File: src/rtl/instr_mem_reader.sv
// Instruction memory read-back engine: streams a program image out over valid/ready with a running sum.
// Define READBACK_CHECKSUM_EN to build the checksum accumulator; otherwise checksum is tied to zero.
module instr_mem_reader #(
    parameter logic [9:0] INITIAL_INSTR_ADDR = 10'h000,
    parameter logic [9:0] NUM_INSTRUCTIONS   = 10'h022
) (
    input  logic        clk,
    input  logic        reset_n,
    input  logic        start,
    output logic [9:0]  instr_mem_addr,
    output logic        instr_mem_rd_en,
    input  logic [31:0] instr_mem_rdata,
    output logic        out_valid,
    input  logic        out_ready,
    output logic [31:0] out_data,
    output logic [9:0]  out_addr,
    output logic        busy,
    output logic        done,
    output logic [31:0] checksum
);

    typedef enum logic [2:0] {
        S_IDLE,
        S_READ,
        S_WAIT,
        S_PRESENT,
        S_DONE
    } state_t;

    localparam logic [9:0] LAST_IDX = NUM_INSTRUCTIONS - 10'd1;

    state_t      state_q, state_d;
    logic        start_prev_q;
    logic [9:0]  addr_q, addr_d;
    logic [9:0]  count_q, count_d;
    logic [9:0]  mem_addr_q, mem_addr_d;
    logic        rd_en_q, rd_en_d;
    logic        out_valid_q, out_valid_d;
    logic [31:0] out_data_q, out_data_d;
    logic [9:0]  out_addr_q, out_addr_d;
    logic        busy_q, busy_d;
    logic        done_q, done_d;
    logic        start_edge;
`ifdef READBACK_CHECKSUM_EN
    logic [31:0] checksum_q, checksum_d;
`endif

    assign start_edge = start && !start_prev_q;

    always_ff @(posedge clk or negedge reset_n) begin
        if (!reset_n) begin
            state_q      <= S_IDLE;
            start_prev_q <= 1'b0;
            addr_q       <= '0;
            count_q      <= '0;
            mem_addr_q   <= '0;
            rd_en_q      <= 1'b0;
            out_valid_q  <= 1'b0;
            out_data_q   <= '0;
            out_addr_q   <= '0;
            busy_q       <= 1'b0;
            done_q       <= 1'b0;
`ifdef READBACK_CHECKSUM_EN
            checksum_q   <= '0;
`endif
        end else begin
            state_q      <= state_d;
            start_prev_q <= start;
            addr_q       <= addr_d;
            count_q      <= count_d;
            mem_addr_q   <= mem_addr_d;
            rd_en_q      <= rd_en_d;
            out_valid_q  <= out_valid_d;
            out_data_q   <= out_data_d;
            out_addr_q   <= out_addr_d;
            busy_q       <= busy_d;
            done_q       <= done_d;
`ifdef READBACK_CHECKSUM_EN
            checksum_q   <= checksum_d;
`endif
        end
    end

    // Outputs are registered, so each transition sets the values seen in the next state.
    always_comb begin
        state_d     = state_q;
        addr_d      = addr_q;
        count_d     = count_q;
        mem_addr_d  = mem_addr_q;
        rd_en_d     = rd_en_q;
        out_valid_d = out_valid_q;
        out_data_d  = out_data_q;
        out_addr_d  = out_addr_q;
        busy_d      = busy_q;
        done_d      = done_q;
`ifdef READBACK_CHECKSUM_EN
        checksum_d  = checksum_q;
`endif
        case (state_q)
            S_IDLE, S_DONE: begin
                if (start_edge) begin
                    addr_d  = INITIAL_INSTR_ADDR;
                    count_d = '0;
`ifdef READBACK_CHECKSUM_EN
                    checksum_d = '0;
`endif
                    if (NUM_INSTRUCTIONS == 10'd0) begin
                        state_d = S_DONE;
                        busy_d  = 1'b0;
                        done_d  = 1'b1;
                    end else begin
                        state_d    = S_READ;
                        busy_d     = 1'b1;
                        done_d     = 1'b0;
                        rd_en_d    = 1'b1;
                        mem_addr_d = INITIAL_INSTR_ADDR;
                    end
                end
            end
            S_READ: begin
                rd_en_d = 1'b0;
                state_d = S_WAIT;
            end
            S_WAIT: begin
                out_data_d  = instr_mem_rdata;
                out_addr_d  = addr_q;
                out_valid_d = 1'b1;
                state_d     = S_PRESENT;
            end
            S_PRESENT: begin
                if (out_ready) begin
                    out_valid_d = 1'b0;
                    count_d     = count_q + 10'd1;
                    addr_d      = addr_q + 10'd1;
`ifdef READBACK_CHECKSUM_EN
                    checksum_d  = checksum_q + out_data_q;
`endif
                    if (count_q == LAST_IDX) begin
                        state_d = S_DONE;
                        busy_d  = 1'b0;
                        done_d  = 1'b1;
                    end else begin
                        state_d    = S_READ;
                        rd_en_d    = 1'b1;
                        mem_addr_d = addr_q + 10'd1;
                    end
                end
            end
            default: state_d = S_IDLE;
        endcase
    end

    assign instr_mem_addr  = mem_addr_q;
    assign instr_mem_rd_en = rd_en_q;
    assign out_valid       = out_valid_q;
    assign out_data        = out_data_q;
    assign out_addr        = out_addr_q;
    assign busy            = busy_q;
    assign done            = done_q;
`ifdef READBACK_CHECKSUM_EN
    assign checksum        = checksum_q;
`else
    assign checksum        = 32'h0;
`endif

endmodule
File: config.mk
export PLATFORM = sky130hd
export DESIGN_NAME = instr_mem_reader
export DESIGN_NICKNAME = d
export VERILOG_FILES = /design/src/rtl/instr_mem_reader.sv
export SDC_FILE = /design/constraint.sdc
export NUM_CORES = 1
export LEC_CHECK = 0
export BUFFER_PORTS_ARGS = -buffer_cell sky130_fd_sc_hd__buf_2
export CORE_ASPECT_RATIO = 1.4
export CORE_MARGIN = 1.5
export CORE_UTILIZATION = 30
export DETAILED_ROUTE_END_ITERATION = 10
export PLACE_DENSITY = 0.54
export SLEW_MARGIN = 20
export SYNTH_ARGS = -nofsm -noshare
export SYNTH_HDL_FRONTEND = slang
export SYNTH_SLANG_ARGS = --single-unit
File: constraint.sdc
create_clock -name clk -period 4.13 [get_ports clk]
set_input_delay 0.826 -clock clk [delete_from_list [all_inputs] [get_ports clk]]
set_output_delay 0.826 -clock clk [all_outputs]
set_load 0.05 [all_outputs]
**Word-level counts from Yosys, hierarchy flattened**

Index checks and enable logic that the tools add are counted.

- $add $sub $neg: 2
- Equality and inequality tests: 9
- Muxes and demuxes: 25
- Reduce and logical (&&, ||, !) cells: 13

Operators by type and width:

| operator | count |
|---|---|
| $pmux W10 S2 | 3 |
| $mux W10 | 5 |
| $add A10 B1 Y10 const B | 2 |
| $pmux W3 S4 | 1 |
| $reduce_and A4 Y1 | 3 |
| $eq A10 B6 Y1 const B | 1 |
| $mux W1 | 9 |
| $mux W3 | 3 |
| $ne A2 B2 Y1 const B | 4 |
| $eq A3 B2 Y1 const B | 2 |
| $pmux W1 S2 | 3 |
| $reduce_and A2 Y1 | 2 |
| $reduce_bool A2 Y1 | 2 |
| $eq A3 B1 Y1 const B | 1 |
| $eq A3 B3 Y1 const B | 1 |
| $logic_not A3 Y1 | 1 |
| $pmux W1 S3 | 1 |
| $reduce_and A3 Y1 | 1 |
| $reduce_bool A3 Y1 | 1 |
| $reduce_or A2 Y1 | 1 |
| $logic_and A1 B1 Y1 | 1 |
| $logic_not A1 Y1 | 1 |

- Flip-flop bits (word level): 80
- Input bits: 36
- Word-level logic and storage cells: 60

**Logic depth before layout (Yosys ltp)**

Gate-level depths: netlist of the first run.

- Depth in word-level cells: 4
- Mapped depth: 7
- Mapped depth without buffers: 6

**Worst setup path after synthesis of the first run**

OpenSTA, ideal clock, no wires.

- Kind: input-to-reg
- From: in start
- To: reg count_q[8]
- Data arrival time: 1.900 ns
- Data required time: 4.010 ns
- Setup slack: 2.110 ns
- Cell stages on the path: 5
- Cell sequence: or4b_1 > buf_6 > a2111oi_4 > xnor2_1 > nor2_2

- Longest elaborated chain between the ends: 3

Ends and longest elaborated chain:

| element | line | source |
|---|---|---|
| start: declaration | 9 | `input logic start,` |
| $logic_and A1 B1 Y1 | 48 | `assign start_edge = start && !start_prev_q;` |
| $ne A2 B2 Y1 (no line) | - |  |
| $reduce_and A3 Y1 (no line) | - |  |
| end signal: assignment | 70 | `count_q <= count_d;` |
| end: declaration | 35 | `logic [9:0] count_q, count_d;` |

Every way passes these cells.
A chain may end at the register's enable or synchronous reset.

**Worst setup path after layout of the first run**

- From: reg state_q[1]
- To: reg count_q[8]

- Longest elaborated chain between the ends: 4
- Elaborated cells between the ends (all ways): 9
- Those cells by class: eq/ne (4); mux (1); reduce/logical (4)

Ends and longest elaborated chain:

| element | line | source |
|---|---|---|
| start: declaration | 32 | `state_t state_q, state_d;` |
| start signal: assignment | 67 | `state_q <= state_d;` |
| $eq A3 B3 Y1 / $logic_not A3 Y1 (equally long branches) | 99 | `case (state_q)` |
| $reduce_or A2 Y1 | 99 |  |
| $ne A2 B2 Y1 (no line) / $reduce_bool A2 Y1 (equally long branches) | - |  |
| $reduce_and A3 Y1 (no line) | - |  |

Parallel ways exist; a longest one is shown, timed or not.

==> results.toml, run 1 <==
[final_layout]
multiInputGateArea_um2 = 1490
fillCellCount = 1181
seqCellArea_um2 = 2000
drive_gt1_frac = 0.388
area_growth_pct = 19.9
finalInstanceArea_um2 = 4450
stdcell_count = 552
antenna_cells = 0
utilization = 0.373
nNetsFinal = 439

[timing]
finalHoldViolations = 0
slew_violations = 0
relSlewSlack = 0.463
clock.fmax_ghz = 0.443
hold_ws_ps = 478
setup_violations = 0
clock_skew_ps = 2.37
setup_tns_ps = 0
rsz0062_at_grt = "false"
finalCritPeriodShare = 0.547
setup_slack_ps = 1870
finalWorstPathRequiredPeriod_ps = 2260
worst_pin_slew_ps = 806

[critical_path]
worstSetupPathType = "flip-flop to flip-flop"
critical_path.cell_chain = "or4b_1, a2111oi_4, xnor2_1, nor2_2"
cpPeakStageDelay_ps = 970
critPathArrivalTime_ps = 2480
crit_path_end_kind = "flip-flop"
worst_path_max_delay_cell = "or4b_1"
crit_family = "simple AND/OR/NAND/NOR gates"
crit_buf_inv = 0
cp_data_required_time_ps = 4350
critPathMaxFanout = 17
worstSetupStartpointType = "flip-flop"

[clock_tree]
post-cts-setup-buffers = 0
cts_hold_repair.buffers = 0
cts_resized = 0
worstSkewPairLatency_ps = 330
clock-sinks = 80
cts_made_buffers = 9
clk_pin_slew_worst_paths_ps = 60
root_buffer = "clkbuf_16"
cts_tree = "built"
cts-htree-levels = 3
cts_buffer_depth = 2

[synth]
yosys_warnings = 0
synth_top_area_frac = 0.539
synth_ff_type = "dfrtp_1"
ys_seq_area_frac = 0.539
async_reset_ff_frac = 1.00
syn_area_um2 = 3710
synth.ff_latch_count = 80
ys_types = 43
synth_cells = 315
synth_edf_count = 0
synth_area_leaders = "dfrtp_1 (54%), mux2_2 (13%), buf_4 (6.5%), xnor2_1 (2.8%), o21ai_0 (2.4%)"
synth.avg_cell_area_um2 = 11.8
synth_top_cell_by_area = "dfrtp_1"

[flow_run]
drv_cap = 0

[routing]
ant_nets = 0
drc = 0
drtIter0Drc = 99
routed_wl_mm = 7.68
dr.pass1.iters = 4
wl_per_cell_um = 13.9
vias_per_cell = 4.57
via_count = 2521

[placed_design]
numPlacedInstances = 536
pre_cts_ws_ps = 1600
hpwl_mm = 5.25
io_buffers = 91
gp_congestion = 0.756
placed_cell_area_um2 = 4160

[die]
die_h_um = 135
core_area_um2 = 11900
num_io_pins = 124
die_w_um = 97
start_util = 0.311
die_area_um2 = 13100
fp-row-count = 47

[power]
cellPowerDensity_nw_per_um2 = 842
finalPower_mw = 3.75
p_leak_nw = 2.11
peakVddDrop_mv = 0.399

[grt]
grt-ovfl-total = 0
grt_max_degree = 81
grt_pass1_vias = 2530
antenna_found_initial = 0
grt_usage = 0.124
grt_pass1_wl_mm = 12.8

[min_path]
min-delay-path-class = "flip-flop to flip-flop"

[status]
status = "complete, no violations"
## cells in the mapped netlist, types with 2 or more instances
library cell,instances
a2111oi_4,2
a211oi_1,2
a22o_1,3
a31o_2,2
and3_1,3
buf_2,10
buf_4,32
clkbuf_1,4
clkbuf_2,2
dfrtp_1,80
ha_1,3
inv_1,4
mux2_2,42
nand2_1,24
nand2b_1,2
nand3_1,17
nand4_1,3
nor2_1,14
nor3_1,4
nor4b_1,2
o21ai_0,18
o31ai_1,8
xnor2_1,12
xor2_1,3
## cell usage in the layout (no fill, tap or decap), types with 2 or more instances in the layout
cell type,count
buf_2,90
dfrtp_1,80
mux2_2,42
conb_1,32
nand2_1,24
o21ai_0,18
nand3_1,17
nor2_1,14
xnor2_1,12
clkbuf_16,9
o31ai_1,8
inv_1,4
nor3_1,4
and3_1,3
nand4_1,3
xor2_1,3
a22o_1,3
ha_1,3
clkbuf_8,3
clkinv_2,3
nor4b_1,2
a2111oi_4,2
a211oi_1,2
a31o_2,2
nand2b_1,2
buf_4,2
## final timing paths
check,depth (start not counted),from,slack [ps],endpoint
setup / recovery,4,state_q[1],1870,count_q[8]
hold / removal,1,out_valid,480,out_valid
setup reg to reg,4,state_q[1],1870,count_q[8]
hold reg to reg,1,out_valid,480,out_valid
max in group asynchronous,1,reset_n,3100,done
min in group asynchronous,1,reset_n,540,out_data[0]
## state kept, by name, indices dropped and copies added, names as in the netlist, 3 cells and up
signal / flops
count_q: 10
addr_q: 10
out_data: 32
instr_mem_addr: 10
out_addr: 10
state_q: 3
## metal layers
metal / up-vias / GRT usage / share of wire
met4: 0 / 0.0652 / 0.019
li1: 1204 / - / -
met1: 1214 / 0.151 / 0.43
met5: - / 0 / 0
met2: 94 / 0.199 / 0.48
met3: 9 / 0.0357 / 0.063
## logic make-up after synthesis
group / count (synthesis) / synth area share
xor+xnor: 15 / 0.0354
compound gates: 40 / 0.0802
mux: 42 / 0.127
fa+ha+maj: 3 / 0.0101
other cells: 1 / 0.00101
buf+inv: 54 / 0.0931
simple gates: 80 / 0.113
flops: 80 / 0.539
## power breakdown
part	switching (mW)	internal (mW)	total [mW]
registers	0.205	1.06	1.26
clock network	0.295	0.453	0.748
logic	1.25	0.487	1.74
total	1.75	2.00	3.75
## worst reg2reg max path: stages, from the launching register on
cell and delay [ps]:
dfrtp_1 520, or4b_1 970, a2111oi_4 450, xnor2_1 170, nor2_2 50
## cell type report
type	instances	area share
flip-flops and latches	80	0.450
well taps	147	0.0413
clock buffers	13	0.0607
inverters	4	0.00337
clock inverters	3	0.00337
repair buffers	93	0.107
multi-input cells	212	0.334
No activity file was read; power rests on OpenSTA's default activity.
==> run 2: changes to the inputs <==
ABC_AREA = 1   (was default)
PLACE_DENSITY = 0.56   (was 0.54)
clock period = 2 ns   (was 4.13 ns; I/O delays follow)
==> run 2 against run 1 <==
  * Critical path depth is the same
  * Register-to-register slack lost 1500 ps
  * Routed wire length grew 5.5%
  * Critical endpoint is now out_data[9]
  * Setup slack lost 1500 ps
  * Sequential share of layout area shrank 1.9 points
  * Largest cell class unchanged
  * Maximum frequency grew 35%
  * Count of clock-buffer cells in the layout shrank 1
  * Sequential power grew 90%
  * Highest routed layer unchanged
  * Critical path type unchanged
  * Utilization grew 0.32 points
==> results.toml, run 2 <==
[clock_tree]
cts_tree = "built"
cts_buffer_depth = 2
clock-sinks = 80
cts_hold_repair.buffers = 0
post-cts-setup-buffers = 0
cts_resized = 0
clk_pin_slew_worst_paths_ps = 60
cts-htree-levels = 3
cts_made_buffers = 9
worstSkewPairLatency_ps = 330
root_buffer = "clkbuf_16"

[power]
cellPowerDensity_nw_per_um2 = 1710
peakVddDrop_mv = 0.619
p_leak_nw = 2.34

[timing]
rsz0062_at_grt = "false"
finalCritPeriodShare = 0.838
setup_tns_ps = 0
setup_violations = 0
hold_ws_ps = 55.5
finalWorstPathRequiredPeriod_ps = 1680
slew_violations = 0
worst_pin_slew_ps = 607
clock.fmax_ghz = 0.597
clock_skew_ps = 8.74
finalHoldViolations = 0
relSlewSlack = 0.595

[synth]
synth_ff_type = "dfrtp_1"
ys_top_cells_by_count = "nand2_1 (101), dfrtp_1 (80), buf_4 (34), mux2_2 (34), nor2_1 (28)"
ys_seq_area_frac = 0.526
ys_types = 28
yosys_warnings = 0
synth_adder_area_share = 0.00986
synth_edf_count = 0
synth_cells = 397
synth_top_family_by_area = "simple AND/OR/NAND/NOR gates"
synth.ff_latch_count = 80
syn_area_um2 = 3810
synth_top_area_frac = 0.526
synth_compound_area_frac = 0.0628
synthSimpleGateAreaFrac = 0.176
async_reset_ff_frac = 1.00
synth_area_leaders = "dfrtp_1 (53%), mux2_2 (10%), nand2_1 (10%), buf_4 (6.7%), o21ai_0 (3.3%)"
synth_top_cell_by_area = "dfrtp_1"
synth.avg_cell_area_um2 = 9.59
muxShareOfSynthArea = 0.107
synth_xor_area_frac = 0.00460
yosys.cell_count.top_type = "nand2_1"

[die]
core_area_um2 = 12400
num_io_pins = 124
die_w_um = 98.2
die_h_um = 136
die_area_um2 = 13400
start_util = 0.308
fp-row-count = 48

[placed_design]
numPlacedInstances = 635
hpwl_mm = 5.91
placed_cell_area_um2 = 4330
gp_congestion = 0.795
io_buffers = 91

[final_layout]
drive_gt1_frac = 0.332
fillCellCount = 1233
area_growth_pct = 22.2
seqCellArea_um2 = 2000
nNetsFinal = 535
largest_reg_flops = 32
stdcell_count = 650
antenna_cells = 0
finalInstanceArea_um2 = 4650
layout_commonest_cell = "nand2_1"
multiInputGateArea_um2 = 1490
final_cell_mix = "nand2_1 (101), buf_2 (90), dfrtp_1 (80)"

[grt]
grt_max_degree = 53
antenna_found_initial = 0
grt_pass1_vias = 2855
grt_usage = 0.125
grt_pass1_wl_mm = 13.2
grt-ovfl-total = 0

[critical_path]
critPathArrivalTime_ps = 1890
worstSetupPathType = "flip-flop to flip-flop"
crit_path_end_kind = "flip-flop"
cp_data_required_time_ps = 2210
worstSetupStartpointType = "flip-flop"
critPathMaxFanout = 52

[routing]
drc = 0
drtIter0Drc = 137
ant_nets = 0
routed_wl_mm = 8.10
dr.pass1.iters = 4
vias_per_cell = 4.38
via_count = 2844
wl_per_cell_um = 12.5

[flow_run]
drv_cap = 0

[min_path]
min-delay-path-class = "input pin to async pin"

[status]
status = "complete, no violations"
-- run 2: cell count changes after synthesis, sizes merged, moves of 12 or more --
cell / change
nand2: +80
inv: +24
o21ai: +17
nor2: +14
xnor2: -12
-- run 2: through the flow --
stage / setup slack, ps / utilization / power, mW
floorplan: 621 / - / 5.45
global placement: 372 / 0.350 / 6.18
detailed placement: 297 / 0.350 / 6.27
CTS: 281 / 0.376 / 8.07
global route: 203 / 0.376 / 8.38
finish: 325 / 0.376 / 7.94
-- run 2: final cells by class --
type | count | area share
timing repair buffer | 102 | 0.116
sequential | 80 | 0.430
clock inverter | 3 | 0.0140
multi-input combinational | 275 | 0.321
inverter | 28 | 0.0226
clock buffer | 12 | 0.0552
tap | 150 | 0.0404
-- run 2: final timing paths --
kind,startpoint,to,slack (ps),cells past startpoint
max in group asynchronous,reset_n,out_data[28],1300,2
min in group clk,start,start_prev_q,190,1
hold reg to reg,busy,busy,460,2
hold / removal,reset_n,out_addr[8],60,1
setup / recovery,state_q[2],out_data[9],320,4
setup reg to reg,state_q[2],out_data[9],320,4
-- run 2: kinds of logic (layout without fill, tap and decap cells) --
logic type,after synthesis,in the layout
AOI/OAI and AO/OA,42,42
and+or+nand+nor,161,161
other,1,32
xor gates and xnor gates,2,2
muxes,35,35
DFF,80,80
adders and majority gates,3,3
buffers and inverters,73,145
-- run 2: layer usage --
metal,GRT usage,part of all wire,vias to the layer above
li1,-,-,1409
met1,0.142,0.43,1342
met2,0.223,0.51,84
met3,0.0334,0.051,9
met4,0.0485,0.012,0
met5,0,0,-
-- run 2: power breakdown --
part / switching, mW / internal [mW] / leakage, nW / total [mW]
registers: 0.285 / 2.10 / 1.02 / 2.39
clock network: 0.615 / 1.15 / 0.159 / 1.77
logic: 2.73 / 1.05 / 1.16 / 3.79
-- run 2: worst max-delay path: stages (launching register included) --
cell,delay [ps]
dfrtp_1,470
inv_2,80
nand3_2,80
buf_4,490
mux2_2,410
==> run 3: changes to the inputs <==
clock period = 1.5 ns   (was 2 ns; I/O delays follow)
==> run 3 against run 2 <==
  * Total power rose by 36%
  * Sequential power rose by 33%
  * Register-to-register slack got worse by 280 ps
  * Count of clock-buffer cells in the layout fell by 1
  * Via count rose by 1.7%
  * Final area rose by 3.7%
  * Largest cell class unchanged
  * Largest power group unchanged
  * Highest routed layer unchanged
==> results.toml, run 3 (synthesis results as in run 2) <==
[status]
status = "complete, no violations"

[power]
finalPower_mw = 10.8
peakVddDrop_mv = 0.773
p_leak_nw = 2.42
cellPowerDensity_nw_per_um2 = 2230

[grt]
grt_usage = 0.128
antenna_found_initial = 0
grt_pass1_wl_mm = 13.2
grt-ovfl-total = 0
grt_max_degree = 38
grt_pass1_vias = 2733

[die]
die_h_um = 136
core_area_um2 = 12400
num_io_pins = 124
fp-row-count = 48
start_util = 0.308
die_w_um = 98.2
die_area_um2 = 13400

[timing]
finalHoldViolations = 0
clock_skew_ps = 5.28
clock.fmax_ghz = 0.686
finalCritPeriodShare = 0.972
finalWorstPathRequiredPeriod_ps = 1460
rsz0062_at_grt = "true"
hold_ws_ps = 88.0
slew_violations = 0
setup_violations = 0

[final_layout]
nNetsFinal = 551
final_cell_mix = "nand2_1 (100), buf_2 (90), dfrtp_1 (76)"
largest_reg_flops = 32
antenna_cells = 0
fillCellCount = 1228
area_growth_pct = 26.8
utilization = 0.390
drive_gt1_frac = 0.381
layout_commonest_cell = "nand2_1"

[clock_tree]
cts-htree-levels = 3
root_buffer = "clkbuf_16"
clock-sinks = 80
worstSkewPairLatency_ps = 330
clk_pin_slew_worst_paths_ps = 60
cts_buffer_depth = 2
cts_made_buffers = 9
cts_tree = "built"

[routing]
ant_nets = 0
dr.pass1.iters = 4
routed_wl_mm = 8.41
vias_per_cell = 4.35
drtIter0Drc = 160
wl_per_cell_um = 12.6
drc = 0
via_count = 2892

[placed_design]
gp_congestion = 0.788
hpwl_mm = 6.20
io_buffers = 91

[critical_path]
worst_path_max_delay_cell = "dfrtp_2"
worstSetupPathType = "flip-flop to flip-flop"
critical_path.cell_chain = "nand2_2, nor2_4, nand2_4, nand3_4, clkinv_4, buf_4, a21oi_2, nor2_1"
cp_data_required_time_ps = 1720
worstSetupStartpointType = "flip-flop"
cpPeakStageDelay_ps = 440
critPathMaxFanout = 6
crit_path_end_kind = "flip-flop"
critPathArrivalTime_ps = 1680

[min_path]
min-delay-path-class = "input pin to flip-flop"

[flow_run]
drv_cap = 0
run 3: per-layer routing:
| layer | wire length (um) | global-route usage | vias up | share of wire |
|---|---|---|---|---|
| met5 | 0 | 0 | - | 0 |
| met4 | 136 | 0.0516 | 0 | 0.016 |
| met3 | 488 | 0.0360 | 10 | 0.058 |
| met2 | 4430 | 0.223 | 91 | 0.53 |
| met1 | 3350 | 0.148 | 1339 | 0.40 |
| li1 | - | - | 1452 | - |
run 3: cell type report:
cell class                 instances  area (um^2)  area share
inverter                          28          110      0.0228
timing repair buffer             117          696       0.144
tap                              150          188      0.0389
sequential                        80         2010       0.416
clock buffer                      11          253      0.0524
multi-input combinational        276         1550       0.322
clock inverter                     3         18.8     0.00389
run 3: path summary, 6_finish.rpt:
check / start / to / slack (ps) / depth (start not counted)
min in group asynchronous: reset_n / addr_q[6] / 420 / 2
max in group asynchronous: reset_n / out_data[17] / 540 / 3
setup / recovery: state_q[0] / count_q[2] / 40 / 8
hold / removal: start / start_prev_q / 90 / 1
hold reg to reg: busy / busy / 470 / 2
setup reg to reg: state_q[0] / count_q[2] / 40 / 8
run 3: report_power, final:
part           switching [mW]  internal, mW
Combinational            3.86          1.75
Clock                   0.809          1.19
Sequential              0.368          2.81
run 3: worst max-delay path, delay by kind of cell (launching register included):
family / cells / cell delay [ps]
flip-flops: 1 / 440
AND/OR/NAND/NOR: 5 / 530
AO/OA/AOI/OAI: 1 / 110
buffers and inverters: 2 / 270
run 3: stage by stage:
stage	setup slack [ps]	instance area [um^2]	cells	setup TNS, ps
2_1_floorplan	121	3920	428	0
5_1_grt	-34.4	4820	665	-82.7
6_report	41.6	4820	665	0
3_5_place_dp	-48.8	4430	645	-227
3_3_place_gp	-29.2	4430	645	-67.5
4_1_cts	8.71	4720	660	0
run 3: what timing repair did:
| action | CTS | global route |
|---|---|---|
| cloned | 0 | 1 |
| pin swaps | 0 | 4 |
| endpoints found under the setup margin | 11 | 34 |
| buffers inserted | 0 | 4 |
| gates resized for setup | 1 | 26 |
| hold buffers | 1 | 0 |
| endpoints found under the hold margin | 24 | 0 |
